==> src/rtl/imm_decode_stage.sv <==
// Registered immediate-generation stage between fetch and execute. Holds up to two
// decoded entries (output register + skid entry) so in_ready never depends on out_ready.
module imm_decode_stage #(
  parameter int XLEN     = 32,
  parameter bit FLUSH_EN = 1'b1
) (
  input  logic            clk,
  input  logic            rst_n,
  input  logic            flush,
  input  logic            in_valid,
  output logic            in_ready,
  input  logic [31:0]     in_instr,
  input  logic [XLEN-1:0] in_pc,
  output logic            out_valid,
  input  logic            out_ready,
  output logic [XLEN-1:0] out_imm,
  output logic [2:0]      out_fmt,
  output logic [XLEN-1:0] out_target,
  output logic [XLEN-1:0] out_pc,
  output logic [31:0]     out_instr
);

  typedef enum logic [2:0] {
    FMT_NONE = 3'd0,
    FMT_I    = 3'd1,
    FMT_S    = 3'd2,
    FMT_B    = 3'd3,
    FMT_U    = 3'd4,
    FMT_J    = 3'd5,
    FMT_Z    = 3'd6
  } fmt_t;

  typedef struct packed {
    logic [31:0]     instr;
    logic [XLEN-1:0] pc;
    logic [XLEN-1:0] imm;
    logic [XLEN-1:0] target;
    fmt_t            fmt;
  } entry_t;

  entry_t          dec;
  entry_t          out_q;
  entry_t          skid_q;
  logic            out_valid_q;
  logic            skid_full_q;
  logic [31:0]     imm32;
  logic [XLEN-1:0] imm_ext;
  fmt_t            fmt;
  logic            kill;
  logic            accept;
  logic            drain;
  logic            out_load;

  // Every format fits in 32 bits; widening to XLEN is a plain sign-extension from bit 31.
  always_comb begin
    imm32 = '0;
    fmt   = FMT_NONE;
    case (in_instr[6:0])
      7'b0010011, 7'b0000011, 7'b1100111: begin
        imm32 = {{20{in_instr[31]}}, in_instr[31:20]};
        fmt   = FMT_I;
      end
      7'b0100011: begin
        imm32 = {{20{in_instr[31]}}, in_instr[31:25], in_instr[11:7]};
        fmt   = FMT_S;
      end
      7'b1100011: begin
        imm32 = {{19{in_instr[31]}}, in_instr[31], in_instr[7], in_instr[30:25],
                 in_instr[11:8], 1'b0};
        fmt   = FMT_B;
      end
      7'b0110111, 7'b0010111: begin
        imm32 = {in_instr[31:12], 12'b0};
        fmt   = FMT_U;
      end
      7'b1101111: begin
        imm32 = {{11{in_instr[31]}}, in_instr[31], in_instr[19:12], in_instr[20],
                 in_instr[30:21], 1'b0};
        fmt   = FMT_J;
      end
      7'b1110011: begin
        if (in_instr[14]) begin
          imm32 = {27'b0, in_instr[19:15]};
          fmt   = FMT_Z;
        end
      end
      default: ;
    endcase
    imm_ext       = {XLEN{imm32[31]}};
    imm_ext[31:0] = imm32;
  end

  always_comb begin
    dec.instr  = in_instr;
    dec.pc     = in_pc;
    dec.imm    = imm_ext;
    dec.target = in_pc + imm_ext;
    dec.fmt    = fmt;
  end

  assign kill     = FLUSH_EN ? flush : 1'b0;
  assign accept   = in_valid && in_ready;
  assign drain    = out_valid_q && out_ready;
  assign out_load = !out_valid_q || drain;

  // The skid entry, when full, always refills the output register before new input does.
  always_ff @(posedge clk or negedge rst_n) begin
    if (!rst_n) begin
      out_valid_q <= 1'b0;
      skid_full_q <= 1'b0;
    end else if (kill) begin
      out_valid_q <= 1'b0;
      skid_full_q <= 1'b0;
    end else if (out_load) begin
      out_valid_q <= skid_full_q || accept;
      skid_full_q <= 1'b0;
    end else if (accept) begin
      skid_full_q <= 1'b1;
    end
  end

  always_ff @(posedge clk or negedge rst_n) begin
    if (!rst_n) begin
      out_q  <= '0;
      skid_q <= '0;
    end else if (!kill) begin
      if (out_load) begin
        if (skid_full_q) begin
          out_q <= skid_q;
        end else if (accept) begin
          out_q <= dec;
        end
      end else if (accept) begin
        skid_q <= dec;
      end
    end
  end

  assign in_ready   = !skid_full_q;
  assign out_valid  = out_valid_q;
  assign out_imm    = out_q.imm;
  assign out_fmt    = out_q.fmt;
  assign out_target = out_q.target;
  assign out_pc     = out_q.pc;
  assign out_instr  = out_q.instr;

endmodule

==> config.mk <==
export PLATFORM = sky130hd
export DESIGN_NAME = imm_decode_stage
export DESIGN_NICKNAME = d
export VERILOG_FILES = /design/src/rtl/imm_decode_stage.sv
export SDC_FILE = /design/constraint.sdc
export NUM_CORES = 1
export LEC_CHECK = 0
export ABC_CLOCK_PERIOD_IN_PS = 1600
export BUFFER_PORTS_ARGS = -buffer_cell sky130_fd_sc_hd__buf_2
export CORE_MARGIN = 2
export CORE_UTILIZATION = 35
export DETAILED_ROUTE_END_ITERATION = 12
export HOLD_SLACK_MARGIN = 0.08
export SYNTH_ARGS = -nofsm -noshare
export SYNTH_HDL_FRONTEND = slang
export SYNTH_SLANG_ARGS = --single-unit
==> constraint.sdc <==
create_clock -name clk -period 1.6 [get_ports clk]
set_input_delay 0.16 -clock clk [delete_from_list [all_inputs] [get_ports clk]]
set_output_delay 0.16 -clock clk [all_outputs]
set_load 0.01 [all_outputs]
* Word-level counts from Yosys, hierarchy flattened
Cells that the tools add are included.
** Storage, ports and cells
- Bits in registers :: 264
- Bits in latches :: 0
- Bits in writable memories :: 0
- Bits in read-only memories :: 0
- Bits of input ports :: 69
- Output and inout port bits :: 133
- Word-level logic and storage cells :: 48
- Memories :: 0
** Cells by class
- Add/sub/neg operators :: 1
- Multiply operators :: 0
- Divide/modulo/power cells :: 0
- Order comparisons :: 0
- Equal/unequal tests :: 9
- Shifts and indexed selects :: 0
- Multiplexer cells :: 11
- Bitwise gates (word level) :: 2
- Reduce and logical (&&, ||, !) cells :: 13
** Operators by type and width (count)
- 2-to-1 mux 131 bit :: 2
- one-hot mux 32 bit (6 select lines) :: 1
- adder 32 bit :: 1
- == test 7 bit (second input constant) :: 4
- one-hot mux 3 bit (6 select lines) :: 1
- == test 7 x 5 -> 1 bit (second input constant) :: 2
- == test 7 x 6 -> 1 bit (second input constant) :: 2
- == test 7 x 2 -> 1 bit (second input constant) :: 1
- AND reduction 3 bit :: 2
- 2-to-1 mux 1 bit :: 5
- 2-to-1 mux 5 bit :: 1
- nonzero test 2 bit :: 2
- 2-to-1 mux 3 bit :: 1
- nonzero test 3 bit :: 1
- OR reduction 3 bit :: 1
- logical AND 1 bit :: 2
- logical NOT 1 bit :: 2
- logical OR 1 bit :: 2
- inverter 1 bit :: 2
- OR reduction 2 bit :: 1

* Longest topological paths before layout
- Depth in word-level cells :: 6
- Mapped depth :: 18
- Mapped depth without buffers :: 17

* Worst setup path before layout
OpenSTA, ideal clock, no wires.
- Path kind :: input to register
- Start point :: input in_instr[0]
- End point :: register out_q, in the netlist out_target[30]
- Setup time :: 73 ps
- Data arrival time :: 3285 ps
- Data required time :: 1527 ps
- Slack :: -1758 ps
- Cell stages on the path :: 18
- Buffers on the path :: 1
- Path through :: nand2_1 nor3_1 and3_1 and3_1 clkbuf_1 a221oi_1 inv_1 ha_1 inv_1 fa_1 nand2b_1 a21oi_1 o21ai_0 a31oi_2 o21ai_2 and3_2 or3_1 a21oi_2
** RTL lines
- start, declared :: RTL line 12 : input logic [31:0] in_instr,
- end signal, assigned :: RTL line 129 : out_q <= skid_q;
- end, declared :: RTL line 42 : entry_t out_q;

==> impl_metrics.json <==
{
  "status": "complete, but fails checks",
  "violations": "negative setup slack",
  "powerDensity_mw_per_mm2": 955,
  "wirelength_mm": 45.4,
  "dpl_cell_area_mm2": 0.0164,
  "synth_mux_area_frac": 0.121,
  "tns_ns": -60.08,
  "finalCritPeriodShare": 1.79,
  "drtPass1Iterations": 5,
  "setup_slack_ns": -1.26,
  "p_clk_frac": 0.370,
  "vias": 11800,
  "min_period_ns": 2.86,
  "crit_required_ns": 2.12,
  "place_hpwl_mm": 29.3,
  "cts_htree_levels": 1,
  "fmax_ghz": 0.349,
  "grt_start_max_net_pins": 73,
  "ys_ff_latch": 264,
  "whs_path_depth": 4,
  "r2r-end": "out_target[23]$_DFFE_PN0P_",
  "tritoncts": "done",
  "initial_core_util": 0.353,
  "nFillCells": 3160,
  "die_area_mm2": 0.0383,
  "synth_nets": 1417,
  "async_reset_ff_frac": 1.00,
  "max_slew_margin": 0.719,
  "final_max_slew_viol_count": 0,
  "finClkSkew_ns": 0.0378,
  "port_buffers": 201,
  "pwr-share-comb": 0.197,
  "path_cells": "buf_8 -> nand2_8 -> or3_4 -> nor3b_4 -> and3b_2 -> a221oi_4 -> inv_2 -> ha_4 -> inv_2 -> fa_2 -> nand2b_4 -> a21oi_4 -> o21ai_4 -> a31oi_4 -> o21ai_2 -> and3_4 -> or3_4 -> a21oi_2",
  "cts.sinks": 264,
  "grt_pass1_vias": 11300,
  "yosys_warnings": 0,
  "power_frac_seq": 0.433,
  "final_util": 0.555,
  "dr.first_iter.drc_count": 647,
  "internal_power_w": 0.0138,
  "synth_compound_area_frac": 0.164,
  "final_cells": 2321,
  "synthSimpleGateAreaFrac": 0.112,
  "peakVddDrop_v": 0.000889,
  "reg2reg_from": "skid_full_q$_DFFE_PN0P_",
  "place_congestion": 0.859,
  "critPathMaxStageDelay_ns": 0.41,
  "synth_cell_types": 57,
  "path_max_fanout": 4,
  "drv_cap": 0,
  "report.final.hold_viol_count": 0,
  "synth_xor_xnor_area_share": 0.0204,
  "diodes": 0,
  "grt_pass1_wl_mm": 63.8,
  "yosysSeqAreaShare": 0.513,
  "clk_latency_ns": 0.59,
  "hold_path_class": "in2reg",
  "area_growth_pct": 57.0,
  "clockBufferDepth": 3,
  "synth_area_mm2": 0.0129,
  "wl_per_cell_um": 19.6,
  "drc": 0,
  "cellLeakagePower_nw": 9.60,
  "core_mm2": 0.0364,
  "path_buf_inv": 3,
  "setup_violations": 96,
  "gr-usage-all-layers": 0.212,
  "crit_slowest_cell": "or3_4",
  "p_sw_frac": 0.285,
  "whs_ns": 0.0689,
  "critical_path.top_delay_family": "simple AND/OR/NAND/NOR gates",
  "num_rows": 70,
  "fin_area_mm2": 0.0202,
  "synthesis.instances": 1316,
  "hp-start": "in_instr[22]",
  "whs_endpoint": "skid_q[37]$_DFFE_PN0P_",
  "p_switching_w": 0.00550,
  "clockRootBuffer": "clkbuf_16",
  "num_io_pins": 202,
  "synth_top_family_by_area": "compound AO/OA/AOI/OAI gates",
  "final_net_count": 1930,
  "drtAntennaViolNets": 0,
  "die_h_um": 196,
  "synth-adder-area-share": 0.0317,
  "cts-buffers-inserted": 30,
  "antenna_found_initial": 1,
  "synth_area_per_cell_um2": 9.78,
  "critical_path_class": "in2reg",
  "ys.flop_type": "dfrtp_1",
  "reg2reg_depth": 7,
  "grt_overflow_total": 0,
  "place_inst": 2117,
  "worst_pin_slew_ns": 0.417,
  "critPathCaptureType": "flip-flop",
  "path_depth": 18,
  "synth_edf_count": 0,
  "drive_gt1_frac": 0.423,
  "viasPerCell": 5.07,
  "start_kind": "primary input",
  "cp.arrival_ns": 3.39,
  "path_clk_slew_ns": 0.06,
  "rsz0062_at_grt": "true",
  "die_width_um": 196,
  "reg2reg_slack_ns": -0.10
}
power by group through the flow:
stage | Combinational (W) | Clock [W] | Sequential (W)
floorplan | 0.00150 | 0 | 0.00853
global placement | 0.00317 | 0 | 0.00838
detailed placement | 0.00324 | 0 | 0.00844
CTS | 0.00353 | 0.00727 | 0.00832
global route | 0.00416 | 0.00760 | 0.00848
finish | 0.00381 | 0.00715 | 0.00835
worst max path at each step:
| stage | startpoint | endpoint |
|---|---|---|
| after detailed placement | in_instr[0] | out_target[26]$_DFFE_PN0P_ |
| after global placement | in_instr[0] | out_target[26]$_DFFE_PN0P_ |
| after global routing | in_instr[0] | skid_q[13]$_DFFE_PN0P_ |
| after floorplan | in_instr[0] | out_target[29]$_DFFE_PN0P_ |
| after CTS | in_instr[0] | out_target[28]$_DFFE_PN0P_ |
| final | in_instr[0] | out_target[30]$_DFFE_PN0P_ |
area by class of cell:
| cell class | instances | area [um2] | share of cell area |
|---|---|---|---|
| clock buffers | 39 | 865 | 0.0428 |
| clock inverters | 17 | 185 | 0.00916 |
| inverters | 46 | 183 | 0.00904 |
| multi-input cells | 923 | 6900 | 0.341 |
| flip-flops and latches | 264 | 6610 | 0.327 |
| well taps | 468 | 586 | 0.0290 |
| repair buffers | 564 | 4880 | 0.242 |
through the flow:
stage | worst slack [ns] | total power (W)
after global placement | -1.90 | 0.0116
after detailed placement | -1.91 | 0.0117
after global routing | -1.38 | 0.0202
after floorplan | -1.49 | 0.0100
final | -1.26 | 0.0193
after CTS | -1.17 | 0.0191
state kept, by name, summed over array words and instances (netlist names):
register,flops
skid_q,131
out_pc,32
out_target,32
out_imm,32
out_fmt,3
out_instr,32
skid_full_q,1
out_valid,1
worst register-to-register path, stage by stage (launching register included):
cell     delay, ns
dfrtp_4       0.53
nor2_4        0.13
nor2_2        0.06
and2_0        0.19
buf_12        0.17
and3_1        0.20
a21oi_1       0.16
o31ai_1       0.10
cell usage after synthesis (6+ instances only):
master | number | share of area
nor3_1 | 12 | 0.0047
o21ai_0 | 191 | 0.074
nand3_1 | 15 | 0.0058
o21a_1 | 12 | 0.0070
mux2_2 | 74 | 0.065
dfrtp_1 | 264 | 0.51
buf_2 | 6 | 0.0023
xnor2_1 | 17 | 0.012
o31ai_1 | 7 | 0.0041
a31oi_1 | 9 | 0.0044
a21o_1 | 10 | 0.0058
nor2_1 | 65 | 0.019
mux2i_1 | 72 | 0.056
and3_1 | 10 | 0.0049
o21ai_1 | 8 | 0.0031
ha_1 | 31 | 0.030
nand2_1 | 215 | 0.063
a21oi_1 | 99 | 0.038
inv_1 | 46 | 0.013
xor2_1 | 13 | 0.0088
buf_1 | 9 | 0.0026
clkbuf_1 | 68 | 0.020
layout by cell type (no fill, tap or decap), types with 11 or more instances in the layout:
cell,instances
ha_1,15
nand2_1,199
dfrtp_1,263
ha_4,16
buf_6,37
o21ai_0,122
nand3_1,14
buf_12,26
clkbuf_16,45
nand2_2,12
buf_2,194
o21a_1,11
dlygate4sd3_1,73
a21oi_2,18
a21oi_1,75
mux2i_1,71
o21ai_1,60
inv_1,33
buf_4,199
mux2_2,70
o21ai_2,15
nor2_1,54
kinds of logic after synthesis:
| family | after synthesis |
|---|---|
| flip-flops | 264 |
| XOR/XNOR | 30 |
| AND/OR/NAND/NOR | 343 |
| buffers and inverters | 129 |
| adder cells (fa/ha/maj) | 32 |
| AO/OA/AOI/OAI | 372 |
| multiplexers | 146 |
per-layer routing:
metal	GRT usage	up-vias	part of all wire
met5	0	-	0.00024
met4	0.0592	2	0.026
met3	0.0342	71	0.053
met2	0.352	296	0.48
met1	0.287	5785	0.44
li1	-	5616	-
what timing repair did:
item	CTS	global route
setup buffers	19	39
pin swaps	59	80
endpoints found under the hold margin	398	5
hold buffers	75	2
gates cloned	0	20
gates resized for setup	135	144
setup endpoints to repair	95	231
Note: power is estimated with default switching activity, not from simulation.
